<file path="config.mk">
export PLATFORM = sky130hd
export DESIGN_NAME = row_instr_loader
export DESIGN_NICKNAME = d
export VERILOG_FILES = /design/src/rtl/row_instr_loader_pkg.sv /design/src/rtl/row_instr_loader_ret_waiter.sv /design/src/rtl/row_instr_loader.sv
export SDC_FILE = /design/constraint.sdc
export NUM_CORES = 1
export LEC_CHECK = 0
export ABC_AREA = 1
export ABC_CLOCK_PERIOD_IN_PS = 1990
export BUFFER_PORTS_ARGS = -buffer_cell sky130_fd_sc_hd__buf_2
export CELL_PAD_IN_SITES_DETAIL_PLACEMENT = 1
export CELL_PAD_IN_SITES_GLOBAL_PLACEMENT = 1
export CORE_AREA = 10 10 100 124
export DETAILED_ROUTE_END_ITERATION = 7
export DIE_AREA = 0 0 110 134
export PLACE_DENSITY_LB_ADDON = 0.1
export SYNTH_ARGS = -nofsm -noshare
export SYNTH_HDL_FRONTEND = slang
export SYNTH_SLANG_ARGS = --single-unit
</file>
<file path="constraint.sdc">
create_clock -name clk -period 1.99 [get_ports clk]
set_input_delay 0.597 -clock clk [delete_from_list [all_inputs] [get_ports clk]]
set_output_delay 0.597 -clock clk [all_outputs]
set_load 0.01 [all_outputs]
</file>
<file path="src/rtl/row_instr_loader_pkg.sv">
// Shared types and constants for the row instruction loader.
//   - loader_state_e : top-level sequencing states
//   - wait_phase_e   : internal phase of the ret_waiter
//   - instr_word_t   : packed {hops, addr, data}, also used by the host-side
//                      program buffer, so field order must stay fixed
//   - sat_inc16      : saturating 16-bit increment for the word counter
package row_instr_loader_pkg;

    localparam int DEF_DATA_WIDTH   = 32;
    localparam int DEF_ADDR_WIDTH   = 4;
    localparam int DEF_HOPS_WIDTH   = 4;
    localparam int DEF_RET_TIMEOUT  = 1024;
    localparam int WORDS_SENT_WIDTH = 16;

    typedef enum logic [2:0] {
        ST_IDLE      = 3'd0,
        ST_LOAD      = 3'd1,
        ST_CALL      = 3'd2,
        ST_WAIT_LOW  = 3'd3,
        ST_WAIT_HIGH = 3'd4,
        ST_DONE      = 3'd5
    } loader_state_e;

    typedef enum logic [1:0] {
        WP_IDLE = 2'd0,
        WP_LOW  = 2'd1,
        WP_HIGH = 2'd2
    } wait_phase_e;

    typedef struct packed {
        logic [DEF_HOPS_WIDTH-1:0] hops;
        logic [DEF_ADDR_WIDTH-1:0] addr;
        logic [DEF_DATA_WIDTH-1:0] data;
    } instr_word_t;

    // Counter that sticks at all-ones instead of wrapping.
    function automatic logic [WORDS_SENT_WIDTH-1:0] sat_inc16(
        input logic [WORDS_SENT_WIDTH-1:0] v
    );
        logic [WORDS_SENT_WIDTH-1:0] r;
        if (v == 16'hFFFF) begin
            r = v;
        end else begin
            r = v + 16'd1;
        end
        return r;
    endfunction

endpackage

</file>
<file path="src/rtl/row_instr_loader_ret_waiter.sv">
// ret_waiter: registers the row's ret input and tracks the call handshake.
// Ports:
//   clk, rst_n  - clock, synchronous active-low reset
//   go          - one-cycle pulse in the call cycle; arms the waiter
//   ret         - raw ret from column 0 of the ret chain
//   fell        - registered ret seen low while waiting for the fall
//   finished    - registered ret seen high again after the fall
//   timeout     - ret never fell within RET_TIMEOUT cycles of the call
// All three outputs are single-cycle strobes decoded from registered state.
module ret_waiter
    import row_instr_loader_pkg::*;
#(
    parameter int RET_TIMEOUT = DEF_RET_TIMEOUT
) (
    input  logic clk,
    input  logic rst_n,
    input  logic go,
    input  logic ret,
    output logic fell,
    output logic finished,
    output logic timeout
);

    localparam int CW = $clog2(RET_TIMEOUT) + 1;

    wait_phase_e     phase_r;
    wait_phase_e     phase_nx_s;
    logic [CW-1:0]   cnt_r;
    logic [CW-1:0]   cnt_nx_s;
    logic            ret_r;

    // ret travels combinationally through every cell, so it is retimed here.
    always_ff @(posedge clk) begin
        if (!rst_n) begin
            ret_r <= 1'b0;
        end else begin
            ret_r <= ret;
        end
    end

    // Phase and timeout counter update; strobes decoded from current phase.
    // The counter starts at RET_TIMEOUT-1 and timeout fires on the step that
    // would take it from 1 to 0, so the error becomes visible exactly
    // RET_TIMEOUT cycles after the call cycle.
    always_comb begin
        phase_nx_s = phase_r;
        cnt_nx_s   = cnt_r;
        fell       = 1'b0;
        finished   = 1'b0;
        timeout    = 1'b0;
        case (phase_r)
            WP_IDLE: begin
                if (go) begin
                    phase_nx_s = WP_LOW;
                    cnt_nx_s   = CW'(RET_TIMEOUT - 1);
                end else begin
                    cnt_nx_s   = '0;
                end
            end
            WP_LOW: begin
                if (!ret_r) begin
                    fell       = 1'b1;
                    phase_nx_s = WP_HIGH;
                    cnt_nx_s   = '0;
                end else if (cnt_r <= CW'(1)) begin
                    timeout    = 1'b1;
                    phase_nx_s = WP_IDLE;
                    cnt_nx_s   = '0;
                end else begin
                    cnt_nx_s   = cnt_r - CW'(1);
                end
            end
            WP_HIGH: begin
                if (ret_r) begin
                    finished   = 1'b1;
                    phase_nx_s = WP_IDLE;
                end else begin
                    phase_nx_s = WP_HIGH;
                end
            end
            default: begin
                phase_nx_s = WP_IDLE;
                cnt_nx_s   = '0;
            end
        endcase
    end

    // Phase and counter registers.
    always_ff @(posedge clk) begin
        if (!rst_n) begin
            phase_r <= WP_IDLE;
            cnt_r   <= '0;
        end else begin
            phase_r <= phase_nx_s;
            cnt_r   <= cnt_nx_s;
        end
    end

endmodule

</file>
<file path="src/rtl/row_instr_loader.sv">
// row_instr_loader: initiator end of one fabric row's instruction/call chain.
// Streams host instruction words onto the chain, pulses call, waits for the
// row's ret to fall and rise again, then reports completion.
// Ports:
//   clk, rst_n                   - clock, synchronous active-low reset
//   start / busy / done          - sequence control and status
//   err_timeout                  - sticky: ret never fell after call
//   prog_valid/ready/data/addr/hops/last - host word stream
//   instr_data/addr/hops/en_out  - column-0 chain inputs (en qualifies data)
//   call / ret                   - column-0 call and ret chain
//   words_sent                   - words issued this sequence, saturating
module row_instr_loader
    import row_instr_loader_pkg::*;
#(
    parameter int INSTR_DATA_WIDTH = DEF_DATA_WIDTH,
    parameter int INSTR_ADDR_WIDTH = DEF_ADDR_WIDTH,
    parameter int INSTR_HOPS_WIDTH = DEF_HOPS_WIDTH,
    parameter int RET_TIMEOUT      = DEF_RET_TIMEOUT
) (
    input  logic                        clk,
    input  logic                        rst_n,
    input  logic                        start,
    output logic                        busy,
    output logic                        done,
    output logic                        err_timeout,
    input  logic                        prog_valid,
    output logic                        prog_ready,
    input  logic [INSTR_DATA_WIDTH-1:0] prog_data,
    input  logic [INSTR_ADDR_WIDTH-1:0] prog_addr,
    input  logic [INSTR_HOPS_WIDTH-1:0] prog_hops,
    input  logic                        prog_last,
    output logic [INSTR_DATA_WIDTH-1:0] instr_data_out,
    output logic [INSTR_ADDR_WIDTH-1:0] instr_addr_out,
    output logic [INSTR_HOPS_WIDTH-1:0] instr_hops_out,
    output logic                        instr_en_out,
    output logic                        call,
    input  logic                        ret,
    output logic [WORDS_SENT_WIDTH-1:0] words_sent
);

    loader_state_e state_r;
    loader_state_e state_nx_s;
    logic          hs_s;
    logic          go_s;
    logic          start_acc_s;
    logic          fell_s;
    logic          finished_s;
    logic          timeout_s;

    // prog_ready is registered from the next state, so it equals "in LOAD".
    assign hs_s        = prog_valid & prog_ready;
    assign go_s        = (state_r == ST_CALL);
    assign start_acc_s = (state_r == ST_IDLE) & start;

    ret_waiter #(
        .RET_TIMEOUT (RET_TIMEOUT)
    ) u_ret_waiter (
        .clk      (clk),
        .rst_n    (rst_n),
        .go       (go_s),
        .ret      (ret),
        .fell     (fell_s),
        .finished (finished_s),
        .timeout  (timeout_s)
    );

    // Next-state logic of the top sequencing FSM.
    always_comb begin
        state_nx_s = state_r;
        case (state_r)
            ST_IDLE: begin
                if (start) begin
                    state_nx_s = ST_LOAD;
                end else begin
                    state_nx_s = ST_IDLE;
                end
            end
            ST_LOAD: begin
                if (hs_s && prog_last) begin
                    state_nx_s = ST_CALL;
                end else begin
                    state_nx_s = ST_LOAD;
                end
            end
            ST_CALL: begin
                state_nx_s = ST_WAIT_LOW;
            end
            ST_WAIT_LOW: begin
                if (timeout_s) begin
                    state_nx_s = ST_DONE;
                end else if (fell_s) begin
                    state_nx_s = ST_WAIT_HIGH;
                end else begin
                    state_nx_s = ST_WAIT_LOW;
                end
            end
            ST_WAIT_HIGH: begin
                if (finished_s) begin
                    state_nx_s = ST_DONE;
                end else begin
                    state_nx_s = ST_WAIT_HIGH;
                end
            end
            ST_DONE: begin
                state_nx_s = ST_IDLE;
            end
            default: begin
                state_nx_s = ST_IDLE;
            end
        endcase
    end

    // State register and status outputs, registered from the next state.
    always_ff @(posedge clk) begin
        if (!rst_n) begin
            state_r    <= ST_IDLE;
            busy       <= 1'b0;
            done       <= 1'b0;
            call       <= 1'b0;
            prog_ready <= 1'b0;
        end else begin
            state_r    <= state_nx_s;
            busy       <= (state_nx_s != ST_IDLE);
            done       <= (state_nx_s == ST_DONE);
            call       <= (state_nx_s == ST_CALL);
            prog_ready <= (state_nx_s == ST_LOAD);
        end
    end

    // Chain datapath: capture on handshake, hold otherwise; en marks new words.
    always_ff @(posedge clk) begin
        if (!rst_n) begin
            instr_data_out <= '0;
            instr_addr_out <= '0;
            instr_hops_out <= '0;
            instr_en_out   <= 1'b0;
        end else begin
            instr_en_out <= hs_s;
            if (hs_s) begin
                instr_data_out <= prog_data;
                instr_addr_out <= prog_addr;
                instr_hops_out <= prog_hops;
            end else begin
                instr_data_out <= instr_data_out;
                instr_addr_out <= instr_addr_out;
                instr_hops_out <= instr_hops_out;
            end
        end
    end

    // Word counter and sticky timeout flag; both cleared by an accepted start.
    always_ff @(posedge clk) begin
        if (!rst_n) begin
            words_sent  <= 16'd0;
            err_timeout <= 1'b0;
        end else if (start_acc_s) begin
            words_sent  <= 16'd0;
            err_timeout <= 1'b0;
        end else begin
            if (hs_s) begin
                words_sent <= sat_inc16(words_sent);
            end else begin
                words_sent <= words_sent;
            end
            if ((state_r == ST_WAIT_LOW) && timeout_s) begin
                err_timeout <= 1'b1;
            end else begin
                err_timeout <= err_timeout;
            end
        end
    end

endmodule

</file>
==> metrics.cfg, run 1 <==
[job]
cap_violations = 0

[worst_hold_path]
holdCritStartpoint = ret
hp-class = in2reg
holdPathStages = 3
hold_path_end = u_ret_waiter.ret_r

[placement]
hpwl_um = 8270
place_ws_ns = 0.267
gp_congestion = 0.803
dp_cells = 720
placed_cell_area_um2 = 4200
numPortBuffers = 107

[grt]
gr-usage-met3_pct = 6.90
grt_max_degree = 42
grt_pass1_wl_um = 18200
grt_pass1_vias = 3778
use_met2_pct = 26.2
track_usage_pct = 15.2
antenna_found_initial = 1
grt_use_met1_pct = 16.2
grt-busiest-layer = met2
grt_overflow = 0

[clock_network]
cts-root-buf = clkbuf_16
cts_hold_buf = 0
cts_tree = built
htree_num_levels = 3
cts_setup_buffers = 0
cts_inserted_buffers = 9
cts.sinks = 79
cts.reportedPaths.clkPinSlew_ns = 0.06
insertion_delay_ns = 0.34
post_cts_resized = 0
cts_buffer_depth = 2

[setup_path]
critPathMostFrequentCell = nand3_2
rrSetupSlack_ns = 0.27
r2r_cells = 9
crit_path_end_kind = flip-flop
cp.required_ns = 2.25
r2r-start = words_sent[0]
crit_slowest_cell = dfxtp_1
cp_num_buf_inv = 1
timing.rr.end = words_sent[9]
arrival_ns = 1.99
crit_chain = ha_1 > nand3_2 > nor3_4 > nand3_2 > nand2_4 > inv_4 > nand3_1 > nand2_1 > a21oi_1
startpoint_type = flip-flop
path_max_fanout = 18
max_stage_delay_ns = 0.40
crit_type = reg2reg
cp_top_family = simple AND/OR/NAND/NOR gates

[cells_and_area]
multi_input_area_um2 = 1730
seqCellArea_um2 = 1580
area_growth_pct = 26.4
final_cell_mix = 114 x nor2_1, 107 x buf_2, 98 x nand2_1
mostFrequentLayoutCell = nor2_1
utilization_pct = 44.7
instances_no_fill = 736
num-fill-cells = 1336
fin_nets = 655
layout-drive-gt1-share_pct = 25.2
finish.instance_area_um2 = 4480
antennaDiodeCount = 0

[routing]
route.antenna.remaining_nets = 0
vias = 3516
dr.pass1.iters = 4
wl_per_cell_um = 14.6
vias_per_cell = 4.78
wl_um = 10800
route.detailed.drc = 0
drt_iter0_drc = 87

[sta]
setup_tns_ns = 0
fin_ws_ns = 0.267
post-route-period-util_pct = 86.6
finalHoldViolations = 0
slew_headroom_pct = 73.9
post-route-min-period_ns = 1.72
worst_pin_slew_ns = 0.391
whs_ns = 0.455
clock_skew_ns = 0.00648
rsz0062_at_grt = false
setup_viol = 0
fmax_mhz = 581
slew_violations = 0

[synthesis]
synth_cell_type_count = 31
synth_top_area_cell = dfxtp_1
synthCells = 496
yosysWarnings = 0
yosys.area_share.simple_pct = 30.4
synthAdderAreaFrac_pct = 2.47
synth_xor_area_share_pct = 2.97
synth_area_um2 = 3540
synth_fp_nets = 549
synth_top_family_by_area = simple AND/OR/NAND/NOR gates
muxShareOfSynthArea_pct = 0
synth_compound_area_share_pct = 12.9
synth_area_leaders = dfxtp_1 45%, nor2_1 12%, nand2_1 10%
synth.top_cell.area_share_pct = 44.7
avgSynthCellArea_um2 = 7.14
synth_seq_area_share_pct = 44.7
ys_seq_elements = 79

[status]
outcome = complete, no violations

[power]
powerDensity_nw_per_um2 = 844
power.total_mw = 3.78
ir_worst_vdd_v = 0.000441
leakage_nw = 2.08

[floorplan]
core_um2 = 10000
initial_core_util_pct = 35.4
rows = 41
die_area_um2 = 14700
ioPinCount = 108
fp.dieW_um = 110
die_h_um = 134

## worst register-to-register path: cells and delay by family, from the launching register on
| family | cells | cell delay, ns |
|---|---|---|
| compound gates | 1 | 0.11 |
| flops | 1 | 0.40 |
| buf+inv | 1 | 0.13 |
| simple gates | 6 | 0.76 |
| fa+ha+maj | 1 | 0.25 |
## flip-flops by register name, summed over array words and instances (netlist names)
| register | flops |
|---|---|
| prog_ready | 1 |
| u_ret_waiter.phase_r | 2 |
| err_timeout | 1 |
| busy | 1 |
| call | 1 |
| instr_en_out | 1 |
| done | 1 |
| instr_data_out | 32 |
| words_sent | 16 |
| instr_addr_out | 4 |
| u_ret_waiter.ret_r | 1 |
| state_r | 3 |
| u_ret_waiter.cnt_r | 11 |
| instr_hops_out | 4 |
## where the power goes
group	total (mW)	switching, mW	internal (mW)
combinational	0.536	0.335	0.201
clock	1.52	0.678	0.844
sequential	1.72	0.0489	1.67
## layout make-up
cell class / count / share of cell area (%)
multi-input combinational: 360 / 38.6
sequential: 79 / 35.3
timing repair buffer: 114 / 13.1
clock buffer: 9 / 5.03
tap: 129 / 3.61
inverter: 38 / 3.24
clock inverter: 7 / 1.06
## per-layer routing
metal	up-vias	share of wire (%)
met5	-	0.16
met4	2	0.85
met3	10	8.5
met2	73	51
met1	1636	39
li1	1795	-
## Yosys cell counts, drive strengths merged
cell type,count
nor2,118
xor2,7
inv,36
nor3,11
a21oi,31
o21bai,1
nand2,100
clkinv,2
a31oi,1
ha,7
clkbuf,14
or2,1
dfxtp,79
nand3,21
nand3b,2
xnor2,5
nand4,4
buf,5
o21ai,51
## kinds of logic after synthesis
group,after synthesis
AO/OA/AOI/OAI,84
XOR/XNOR,12
adder cells (fa/ha/maj),7
buffers and inverters,57
flip-flops,79
AND/OR/NAND/NOR,257
## how the worst max path moves through the flow
stage / start / endpoint / slack, ns / depth (start not counted)
after floorplan: words_sent[0] / words_sent[1] / 0.46 / 9
final: words_sent[0] / words_sent[9] / 0.27 / 9
after detailed placement: words_sent[0] / words_sent[2] / 0.27 / 9
after global placement: words_sent[0] / words_sent[5] / 0.38 / 9
after CTS: words_sent[0] / words_sent[2] / 0.24 / 9
after global routing: words_sent[0] / words_sent[5] / 0.08 / 9
No activity file was read; power rests on OpenSTA's default activity.
==> run 2: changes to the inputs <==
--- a/config.mk
+++ b/config.mk
@@ -10,9 +10,10 @@
 export BUFFER_PORTS_ARGS = -buffer_cell sky130_fd_sc_hd__buf_2
 export CELL_PAD_IN_SITES_DETAIL_PLACEMENT = 1
 export CELL_PAD_IN_SITES_GLOBAL_PLACEMENT = 1
-export CORE_AREA = 10 10 100 124
+export CORE_AREA = 10 10 99 123
+export CTS_BUF_LIST = sky130_fd_sc_hd__clkbuf_8
 export DETAILED_ROUTE_END_ITERATION = 7
-export DIE_AREA = 0 0 110 134
+export DIE_AREA = 0 0 109 133
 export PLACE_DENSITY_LB_ADDON = 0.1
 export SYNTH_ARGS = -nofsm -noshare
 export SYNTH_HDL_FRONTEND = slang
==> metrics.cfg, run 2 (same netlist as run 1, synthesis figures left out) <==
[floorplan]
initial_core_util_pct = 35.8  ; +0.37 points
die_h_um = 133  ; -0.75%
fp.dieW_um = 109  ; -0.91%
core_um2 = 9900  ; -1.0%
ioPinCount = 108  ; unchanged
die_area_um2 = 14500  ; -1.6%
rows = 41  ; unchanged

[placement]
gp_congestion = 0.808  ; +0.69%
hpwl_um = 7850  ; -5.0%
dp_cells = 719  ; -0.14%
numPortBuffers = 107  ; unchanged

[setup_path]
arrival_ns = 2.00  ; about the same
path_max_fanout = 18  ; unchanged
startpoint_type = flip-flop
r2r_cells = 9  ; unchanged
crit_type = reg2reg
cp.required_ns = 2.27  ; +0.02 ns
crit_path_end_kind = flip-flop

[power]
leakage_nw = 2.03  ; -2.4%
ir_worst_vdd_v = 0.000344  ; -22%
clkPwrFrac_pct = 32.1  ; -8.2 points
comb_power_share_pct = 15.9  ; +1.7 points
p_int_mw = 2.34  ; -14%
swShare_pct = 29.2  ; +1.1 points
switchingPower_uw = 964  ; -9.2%
seqPwrFrac_pct = 52.0  ; +6.5 points
powerDensity_nw_per_um2 = 758  ; -10%

[grt]
grt_max_degree = 42  ; unchanged
grt-busiest-layer = met2
grt_overflow = 0  ; unchanged
grt_use_met1_pct = 15.7  ; -0.47 points
use_met2_pct = 23.9  ; -2.3 points
track_usage_pct = 14.5  ; -0.72 points
grt_pass1_vias = 3615  ; -4.3%
antenna_found_initial = 0  ; -1
grt_pass1_wl_um = 17100  ; -6.2%
gr-usage-met3_pct = 7.19  ; +0.29 points

[routing]
dr.pass1.iters = 4  ; unchanged
vias = 3453  ; -1.8%
wl_um = 10300  ; -4.7%
route.antenna.remaining_nets = 0  ; unchanged
drt_iter0_drc = 99  ; +14%
wl_per_cell_um = 14.0  ; -4.3%
route.detailed.drc = 0  ; unchanged
vias_per_cell = 4.71  ; -1.4%

[sta]
slew_headroom_pct = 71.3  ; -2.6 points
rsz0062_at_grt = false
post-route-min-period_ns = 1.71  ; -0.00884 ns
fmax_mhz = 584  ; +0.52%
slew_violations = 0  ; unchanged
setup_viol = 0  ; unchanged
worst_pin_slew_ns = 0.430  ; +0.0390 ns
clock_skew_ns = 0.0145  ; +0.00800 ns
setup_tns_ns = 0  ; unchanged
finalHoldViolations = 0  ; unchanged
post-route-period-util_pct = 86.1  ; -0.44 points

[cells_and_area]
fin_nets = 654  ; -0.15%
antennaDiodeCount = 0  ; unchanged
num-fill-cells = 1291  ; -3.4%
multi_input_area_um2 = 1730  ; unchanged
largest_reg_flops = 32  ; unchanged
seqCellArea_um2 = 1580  ; unchanged
mostFrequentLayoutCell = nor2_1
instances_no_fill = 733  ; -0.41%
area_growth_pct = 23.0
layout-drive-gt1-share_pct = 24.8  ; -0.37 points
final_cell_mix = 114 x nor2_1, 107 x buf_2, 98 x nand2_1
top_regs = instr_data_out x32, words_sent x16, u_ret_waiter.cnt_r x11
regMostFlops = instr_data_out

[clock_network]
cts_buffer_depth = 2  ; unchanged
insertion_delay_ns = 0.36  ; +0.02 ns
cts_inserted_buffers = 9  ; unchanged
post_cts_resized = 0  ; unchanged
cts-root-buf = clkbuf_8
cts.sinks = 79  ; unchanged
cts_setup_buffers = 0  ; unchanged
cts.reportedPaths.clkPinSlew_ns = 0.08  ; +0.02 ns
cts_hold_buf = 0  ; unchanged
cts_tree = built
htree_num_levels = 3  ; unchanged

[worst_hold_path]
holdPathStages = 3  ; unchanged
hp-class = in2reg

[status]
outcome = complete, no violations

[job]
cap_violations = 0  ; unchanged

-- run 2: worst paths after layout --
path                      startpoint            endpoint  slack, ns
setup / recovery       words_sent[0]       words_sent[9]       0.28
hold / removal                   ret  u_ret_waiter.ret_r       0.44
setup reg to reg       words_sent[0]       words_sent[9]       0.28
hold reg to reg   instr_data_out[10]  instr_data_out[10]       0.48
-- run 2: final cells by class --
| type | instances | share of cell area (%) |
|---|---|---|
| Clock inverter | 4 | 0.546 |
| Timing Repair Buffer | 113 | 13.3 |
| Sequential cell | 79 | 36.3 |
| Clock buffer | 10 | 3.16 |
| Tap cell | 129 | 3.70 |
| Multi-Input combinational cell | 360 | 39.6 |
| Inverter | 38 | 3.33 |
-- run 2: critical path, stage by stage (launching register included) --
cell and delay [ns]:
dfxtp_1 0.38, ha_1 0.25, nand3_2 0.15, nor3_4 0.18, nand3_2 0.11, nand2_4 0.18, inv_4 0.12, nand3_1 0.09
nand2_1 0.06, a21oi_1 0.13
-- run 2: routing by layer --
metal,vias to the layer above,wire length [µm]
met5,-,0
met1,1586,4260
met2,74,4900
met3,13,954
li1,1780,-
met4,0,146
-- run 2: per-stage QoR --
stage | worst slack (ns) | hold WS [ns] | cell area, µm² | util, % | total power, mW
6_report | 0.276 | 0.439 | 4360 | 44.0 | 3.30
5_1_grt | 0.0833 | 0.453 | 4360 | 44.0 | 3.51
4_1_cts | 0.259 | 0.426 | 4360 | 44.0 | 3.36
3_5_place_dp | 0.284 | 0.469 | 4200 | 42.4 | 2.29
3_3_place_gp | 0.371 | 0.457 | 4200 | 42.4 | 2.28
2_1_floorplan | 0.455 | 0.468 | 3540 | - | 2.08
-- run 2: power by group through the flow --
stage | Clock [mW] | Combinational (mW) | Sequential (mW)
after CTS | 1.10 | 0.539 | 1.72
after detailed placement | 0 | 0.538 | 1.76
after global placement | 0 | 0.525 | 1.75
after global routing | 1.18 | 0.603 | 1.73
final | 1.06 | 0.524 | 1.72
after floorplan | 0 | 0.293 | 1.79
